==> src/rtl/pong_hcount.sv <==
// Horizontal counter of the pong sync chain, counting 0..H_TOTAL-1
// on falling edges of the sampled TTL pixel clock, with line decodes.
//
// Ports:
//   CLK_DRV  - system clock, all state updates on its rising edge
//   RESET_N  - synchronous active-low reset
//   CLK      - TTL pixel clock level, sampled; counter steps on its fall
//   H        - 9-bit horizontal count
//   HRESET   - high while H is the last count of the line
//   HRESET_N - inverse of HRESET
//   HBLANK   - high for H in 0..HBLANK_END-1
//   HSYNC    - high for H in HSYNC_START..HSYNC_END-1
//   HTICK    - one-cycle strobe in the cycle after H advanced
module pong_hcount #(
   parameter int H_TOTAL     = 455,
   parameter int HBLANK_END  = 80,
   parameter int HSYNC_START = 32,
   parameter int HSYNC_END   = 64
) (
   input  logic       CLK_DRV,
   input  logic       RESET_N,
   input  logic       CLK,
   output logic [8:0] H,
   output logic       HRESET,
   output logic       HRESET_N,
   output logic       HBLANK,
   output logic       HSYNC,
   output logic       HTICK
);

   if (H_TOTAL < 2 || H_TOTAL > 512 ||
       HBLANK_END >= H_TOTAL ||
       HSYNC_START >= HSYNC_END ||
       HSYNC_END > HBLANK_END) begin : g_bad_params
      $error("pong_hcount: illegal parameter set");
   end

   localparam logic [8:0] H_LAST  = 9'(H_TOTAL - 1);
   localparam logic [8:0] HB_END  = 9'(HBLANK_END);
   localparam logic [8:0] HS_BEG  = 9'(HSYNC_START);
   localparam logic [8:0] HS_END  = 9'(HSYNC_END);

   logic [8:0] h_q, h_d;
   logic       clk_prev_q, clk_prev_d;
   logic       htick_q, htick_d;
   logic       hreset_q, hreset_d;
   logic       hreset_n_q, hreset_n_d;
   logic       hblank_q, hblank_d;
   logic       hsync_q, hsync_d;

   logic       tick;
   logic [8:0] h_next;

   // Decodes look at the value H is about to take so they switch
   // on the same edge as H itself.
   always_comb begin
      tick       = clk_prev_q & ~CLK;
      h_next     = (h_q == H_LAST) ? 9'd0 : h_q + 9'd1;
      h_d        = h_q;
      clk_prev_d = CLK;
      htick_d    = tick;
      hreset_d   = hreset_q;
      hreset_n_d = hreset_n_q;
      hblank_d   = hblank_q;
      hsync_d    = hsync_q;
      if (tick) begin
         h_d        = h_next;
         hreset_d   = (h_next == H_LAST);
         hreset_n_d = (h_next != H_LAST);
         if (h_next == 9'd0) begin
            hblank_d = 1'b1;
         end else if (h_next == HB_END) begin
            hblank_d = 1'b0;
         end
         if (h_next == HS_BEG) begin
            hsync_d = 1'b1;
         end else if (h_next == HS_END) begin
            hsync_d = 1'b0;
         end
      end
   end

   always_ff @(posedge CLK_DRV) begin
      if (!RESET_N) begin
         h_q        <= 9'd0;
         clk_prev_q <= 1'b0;
         htick_q    <= 1'b0;
         hreset_q   <= 1'b0;
         hreset_n_q <= 1'b1;
         hblank_q   <= 1'b1;
         hsync_q    <= 1'b0;
      end else begin
         h_q        <= h_d;
         clk_prev_q <= clk_prev_d;
         htick_q    <= htick_d;
         hreset_q   <= hreset_d;
         hreset_n_q <= hreset_n_d;
         hblank_q   <= hblank_d;
         hsync_q    <= hsync_d;
      end
   end

   assign H        = h_q;
   assign HRESET   = hreset_q;
   assign HRESET_N = hreset_n_q;
   assign HBLANK   = hblank_q;
   assign HSYNC    = hsync_q;
   assign HTICK    = htick_q;

endmodule

==> config.mk <==
export PLATFORM = sky130hd
export DESIGN_NAME = pong_hcount
export DESIGN_NICKNAME = d
export VERILOG_FILES = /design/src/rtl/pong_hcount.sv
export SDC_FILE = /design/constraint.sdc
export NUM_CORES = 1
export LEC_CHECK = 0
export ABC_AREA = 1
export CORE_MARGIN = 3
export CORE_UTILIZATION = 50
export DETAILED_ROUTE_END_ITERATION = 7
export HOLD_SLACK_MARGIN = 0.03
export PLACE_DENSITY_LB_ADDON = 0.1
export REMOVE_ABC_BUFFERS = 1
export SETUP_SLACK_MARGIN = 0.5
export SLEW_MARGIN = 30
export SYNTH_ARGS = -nofsm -noshare
export SYNTH_HDL_FRONTEND = slang
export SYNTH_SLANG_ARGS = --single-unit
export TNS_END_PERCENT = 30
==> constraint.sdc <==
create_clock -name CLK_DRV -period 2 [get_ports CLK_DRV]
set_input_delay 0.6 -clock CLK_DRV [delete_from_list [all_inputs] [get_ports CLK_DRV]]
set_output_delay 0.6 -clock CLK_DRV [all_outputs]
set_load 0.02 [all_outputs]
# Word-level counts from Yosys, hierarchy flattened

Cells that the tools add are included.
W data, S select, Z words.

Bits in writable memories: 0
Latch bits: 0
Memories: 0
Word-level logic and storage cells: 26
ROM bits: 0
Register bits: 15

Equal/unequal tests: 6
Multiplexer cells: 5
Divide/modulo/power cells: 0
$lt $le $gt $ge: 0
Reductions and logical operators: 5
Shift operators: 0
$mul: 0
Add/subtract/negate cells: 1
Bitwise gates (word level): 2

Operators by type and width:

| kind                  | count |
|---|---|
| $eq A9 B7 Y1 const B  | 2 |
| $eq A9 B9 Y1 const B  | 2 |
| $add A9 B1 Y9 const B | 1 |
| $eq A9 B6 Y1 const B  | 1 |
| $logic_not A9 Y1      | 1 |
| $mux W9               | 1 |
| $ne A9 B9 Y1 const B  | 1 |
| $mux W1               | 4 |
| $reduce_and A2 Y1     | 2 |
| $reduce_bool A2 Y1    | 2 |
| $and A1 B1 Y1         | 1 |
| $not A1 Y1            | 1 |

# Longest topological paths before layout

Word-level depth: 5
Depth in mapped cells: 12

# Worst setup path after synthesis

OpenSTA, ideal clock, no wires.

Kind: register to register
Start: reg h_q[0] (netlist: H[0])
End: reg hblank_q (netlist: HBLANK)
Clock period less this slack: 1,619 ps
Setup time: 130 ps
Arrival time: 1,489 ps
Data required time: 1,870 ps
Stages on the path, launching flop included: 12
Slack: 381 ps
Cell sequence: dfxtp_1 > inv_1 > ha_1 > nand2_1 > nor2_2 > nand2_4 > nand2_1 > nor2_1 > nand2_1 > nand3b_1 > nand2_1 > nand3_1

Cells in the longest elaborated chain, start to end: 5
Elaborated cells on any way between the ends: 8

Ends and longest elaborated chain:

| item                                             | RTL line | source |
|---|---|---|
| start, declared                                  | 43       | `logic [8:0] h_q, h_d;` |
| start signal, assigned                           | 85       | `h_q <= 9'd0;` |
| start signal, assigned                           | 93       | `h_q <= h_d;` |
| $add A9 B1 Y9 or $eq A9 B9 Y1 (tied branches)    | 58       | `h_next = (h_q == H_LAST) ? 9'd0 : h_q + 9'd1;` |
| $mux W9 *                                        | 58       |  |
| $eq A9 B7 Y1 or $logic_not A9 Y1 (tied branches) | 72, 70   |  |
| $reduce_bool A2 Y1 (no source line)              | --       |  |
| $reduce_and A2 Y1 (no source line)               | --       |  |
| end signal, assigned                             | 98       | `hblank_q <= hblank_d;` |
| end, declared                                    | 48       | `logic hblank_q, hblank_d;` |

Mark *: on every way between the ends. The rest lies on a longest branch, timed or not.
A chain may end at the register's enable or synchronous reset.

# Worst setup path in the final report

Start: reg h_q[0] (netlist: H[0])
End: reg hreset_n_q (netlist: HRESET_N)

Cells in the longest elaborated chain, start to end: 3
Elaborated cells on any way between the ends: 4

Ends and longest elaborated chain:

| item                                          | RTL line | source |
|---|---|---|
| $add A9 B1 Y9 or $eq A9 B9 Y1 (tied branches) | 58       |  |
| $mux W9 *                                     | 58       |  |
| $ne A9 B9 Y1 *                                | 69       | `hreset_n_d = (h_next != H_LAST);` |
| end signal, assigned                          | 97       | `hreset_n_q <= hreset_n_d;` |
| end, declared                                 | 47       | `logic hreset_n_q, hreset_n_d;` |

Marks and branches as above.

==> summary by stage <==
Synthesis
Synthesis produced 136 cells. The number of synthesis warnings is 0. The synthesized netlist contains 23 unique library cells. The synthesized design spends more area on one cell type than any other, namely sky130_fd_sc_hd__dfxtp_1. Sorting the synthesized cells by area gives the leading types as sky130_fd_sc_hd__dfxtp_1 (33%), sky130_fd_sc_hd__nand2_1 (12%), sky130_fd_sc_hd__inv_1 (6.9%).

The number of enable flip-flop cells after synthesis is 0. In this run the cell area of the synthesized design comes to 920.9 um^2. The fraction of registers with async set/reset is 0%.

The flip-flop cell with the highest count after synthesis is sky130_fd_sc_hd__dfxtp_1. The top cell type by area accounts for 32.61% of the synthesized area. The sequential cell area fraction in the yosys report is 32.61%. The post-synthesis sequential element count is 15.

Averaged over all synthesized cells, the footprint is 6.771 um^2.

Cells and area
The final layout contains 170 nets. The layout overhead on the synthesized area is 44.70%. The final antenna diode count is 0. In the final layout, the share of cells above drive strength 1 is 39.02%.

Cells fill 82.69% of the core in the end.

Placement
Input and output buffers added on the ports amount to 16. The worst-case setup slack after placement is 123.9 ps. The final weighted congestion in routability-driven placement is 0.9458.

The post-detailed-placement half-perimeter wirelength is 1561 um.

GRT
The routing usage on met3 is 3.364%. The global routing usage on met1 is 23.23%. The total overflow reported by the global router is 0.

The global-route total usage across every layer is 18.59%. The layer carrying the most global-route usage is met2. Entering global routing, the biggest net connects 17 pins. The number of antenna violations at the first check in global routing is 0. The global-route wire length before repair is 3608 um.

The via count of the first global-routing pass is 860. Global routing used 32.13% of the available met2 tracks.

Worst hold path
The worst min-delay path class is reg -> reg.

CTS
The number of buffers created by CTS is 3. Counting along the longest clock path gives a buffer depth of 2. CTS built an H-tree with a depth of 1.

The tree is rooted in a sky130_fd_sc_hd__clkbuf_4. Clock tree synthesis found a total of 15 sinks. The clock latency reported for the late side of the worst-skew pair is 300 ps. The register clock-pin slew on the reported worst setup and hold paths is 100 ps. Hold repair after CTS inserted 0 buffers.

TritonCTS built the clock tree.

Timing
Measured against its own limit, the worst slew margin works out to 74.53%. After layout, the worst setup slack is 416.9 ps. After routing, the total negative slack on setup checks comes to 0 ps. Setup repair after global routing could not meet its margin everywhere. The time the worst path needs with I/O delays and setup is 1583 ps. The number of hold-slack violations in the final timing report is 0.

The top achievable clock speed is 631.7 MHz. The final critical-path share of the clock period is 79.16%. The slew at the pin closest to its max-slew limit is 378.1 ps. Between clock sinks in the finished design, the worst skew comes to 14.88 ps. The number of failing setup endpoints in the final timing report is 0. The final count of pins violating max slew came to 0.

Power
The sum of internal, switching and leakage power is 0.0006207 W. Summed over all cells, the static leakage comes to 0.6314 nW. The power per unit of standard cell area is 465.8 nW/um^2.

VDD sags by at most 402.4 uV.

Route
Detailed routing inserted a total of 1057 vias. The ratio of routed vias to standard cells is 5.622. For this block, the initial DRC count from the detailed router was 58. In this run the remaining antenna-violating nets after routing total 0.

For this run, design rule violations remaining after detail routing come to 0. The detailed-routing iteration count for the pre-antenna-repair pass is 4. In the final routed layout, each cell accounts on average for 14.66 um.

After detailed routing, the total wire length is 2757 um.

Setup path
The setup path with the least slack is of type reg -> reg. The signal arrival time at the worst endpoint is 1770 ps. For this design, the slowest cell found on the critical path is sky130_fd_sc_hd__dfxtp_4. The critical path goes through inv_4 -> ha_4 -> nand2_4 -> nor2_4 -> nand2_4 -> nand3_4 -> nand4_1 -> nor2_1 -> nand3_1 -> nand2_1 -> nand2_1. The critical path startpoint category is a flop. On the worst path, the slowest cell contributes a delay of 380 ps. The critical-path maximum fanout is 5. The required arrival time at the worst endpoint is 2190 ps. The endpoint kind of the worst setup timing path is a flop.

Floorplan
The floorplan step defined a core boundary enclosing 1612 um^2. The height of the die is 48.92 um. The number of placement rows is 14. 17 I/O pins were placed. The die covers 2393 um^2. The effective utilization at floorplan is 57.14%. The width of the chip is 48.92 um.

Run status
The flow ran to the end, and the final reports show no timing, DRC or antenna violations.

Job
The max-capacitance violation count is 0.
[Yosys cell counts (3+ instances only)]
master / n
sky130_fd_sc_hd__nand2_2: 4
sky130_fd_sc_hd__nor2_1: 15
sky130_fd_sc_hd__inv_1: 17
sky130_fd_sc_hd__o21ai_0: 7
sky130_fd_sc_hd__inv_2: 3
sky130_fd_sc_hd__nand4_1: 3
sky130_fd_sc_hd__nand3_1: 10
sky130_fd_sc_hd__dfxtp_1: 15
sky130_fd_sc_hd__nand2_1: 29
sky130_fd_sc_hd__a21oi_1: 8
sky130_fd_sc_hd__nor2_2: 4
sky130_fd_sc_hd__nand3_2: 3
[routing by layer]
layer  up-vias  share of wire [%]  wire, um
met5         -                  0         0
met4         0                4.0       110
met3        16                6.5       180
met2        49                 48      1330
met1       492                 41      1135
li1        500                  -         -
[flip-flops by register name, indices dropped and copies added, names as in the netlist]
register	count
HBLANK	1
clk_prev_q	1
HRESET	1
HTICK	1
HSYNC	1
HRESET_N	1
H	9
[cell families (layout without fill, tap and decap cells)]
group / Yosys count / count (layout) / share of synthesized area (%)
and+or+nand+nor: 74 / 75 / 39.67
AOI/OAI and AO/OA: 22 / 22 / 14.27
buffers and inverters: 22 / 49 / 8.967
DFF: 15 / 15 / 32.61
adders and majority gates: 2 / 2 / 2.717
xor gates and xnor gates: 1 / 1 / 1.767
[power breakdown]
group | total [W] | leakage (nW) | switching (W) | internal [W]
combinational | 0.000114 | 0.490 | 0.0000703 | 0.0000436
sequential | 0.000322 | 0.126 | 0.0000137 | 0.000308
clock | 0.000185 | 0.0150 | 0.000107 | 0.0000778
total | 0.000621 | 0.631 | 0.000191 | 0.000429
[cells in the final DEF (no fill, tap or decap), types with 2 or more instances in the layout]
cell / synthesis / routed
sky130_fd_sc_hd__a211oi_1: 2 / 2
sky130_fd_sc_hd__a21oi_1: 8 / 8
sky130_fd_sc_hd__a21oi_2: 2 / 2
sky130_fd_sc_hd__buf_2: 0 / 4
sky130_fd_sc_hd__buf_4: 0 / 7
sky130_fd_sc_hd__buf_6: 0 / 2
sky130_fd_sc_hd__clkbuf_4: 0 / 3
sky130_fd_sc_hd__clkdlybuf4s15_1: 0 / 4
sky130_fd_sc_hd__clkdlybuf4s15_2: 0 / 4
sky130_fd_sc_hd__dfxtp_1: 15 / 8
sky130_fd_sc_hd__dfxtp_2: 0 / 4
sky130_fd_sc_hd__dfxtp_4: 0 / 3
sky130_fd_sc_hd__ha_4: 0 / 2
sky130_fd_sc_hd__inv_1: 17 / 14
sky130_fd_sc_hd__inv_2: 3 / 4
sky130_fd_sc_hd__inv_4: 0 / 2
sky130_fd_sc_hd__nand2_1: 29 / 25
sky130_fd_sc_hd__nand2_2: 4 / 5
sky130_fd_sc_hd__nand2_4: 1 / 5
sky130_fd_sc_hd__nand3_1: 10 / 6
sky130_fd_sc_hd__nand3_2: 3 / 5
sky130_fd_sc_hd__nand3_4: 0 / 2
sky130_fd_sc_hd__nand4_1: 3 / 3
sky130_fd_sc_hd__nor2_1: 15 / 14
sky130_fd_sc_hd__nor2_2: 4 / 2
sky130_fd_sc_hd__nor2_4: 2 / 5
sky130_fd_sc_hd__nor3_1: 2 / 2
sky130_fd_sc_hd__o21a_1: 2 / 2
sky130_fd_sc_hd__o21ai_0: 7 / 7
[path summary, 6_finish.rpt]
| kind | end | startpoint | slack, ps | depth (start not counted) |
|---|---|---|---|---|
| min | HBLANK | HBLANK | 470 | 2 |
| max | HRESET_N | H[0] | 420 | 11 |
| max reg2reg | HRESET_N | H[0] | 420 | 11 |
| min reg2reg | HBLANK | HBLANK | 470 | 2 |
[worst max-delay path, delay by kind of cell, from the launching register on]
family                   cells  cell delay (ps)
AND/OR/NAND/NOR              9              870
flip-flops                   1              380
adder cells (fa/ha/maj)      1              140
buffers and inverters        1               70
[layout make-up]
cell class / count / area (um^2)
multi-input cells: 100 / 663.1
flip-flops and latches: 15 / 316.6
fillers: 100 / 279.0
repair buffers: 25 / 216.5
inverters: 20 / 80.08
well taps: 24 / 30.03
clock buffers: 4 / 26.28
[per-stage QoR]
stage | hold slack, ps | std cells | instance area [um^2]
after global placement | 443.4 | 178 | 1134
after global routing | 508.5 | 188 | 1333
after detailed placement | 448.4 | 178 | 1134
after CTS | 471.9 | 183 | 1185
final | 471.3 | 188 | 1333
after floorplan | 541.6 | 134 | 913.4
[repair_timing]
item                                    4_1_cts  5_1_grt
cloned                                        0        1
endpoints found under the setup margin       19       18
resized for setup                            54       27
buffers inserted                              1        4
pin swaps                                     5       15
Note: power is estimated with default switching activity, not from simulation.
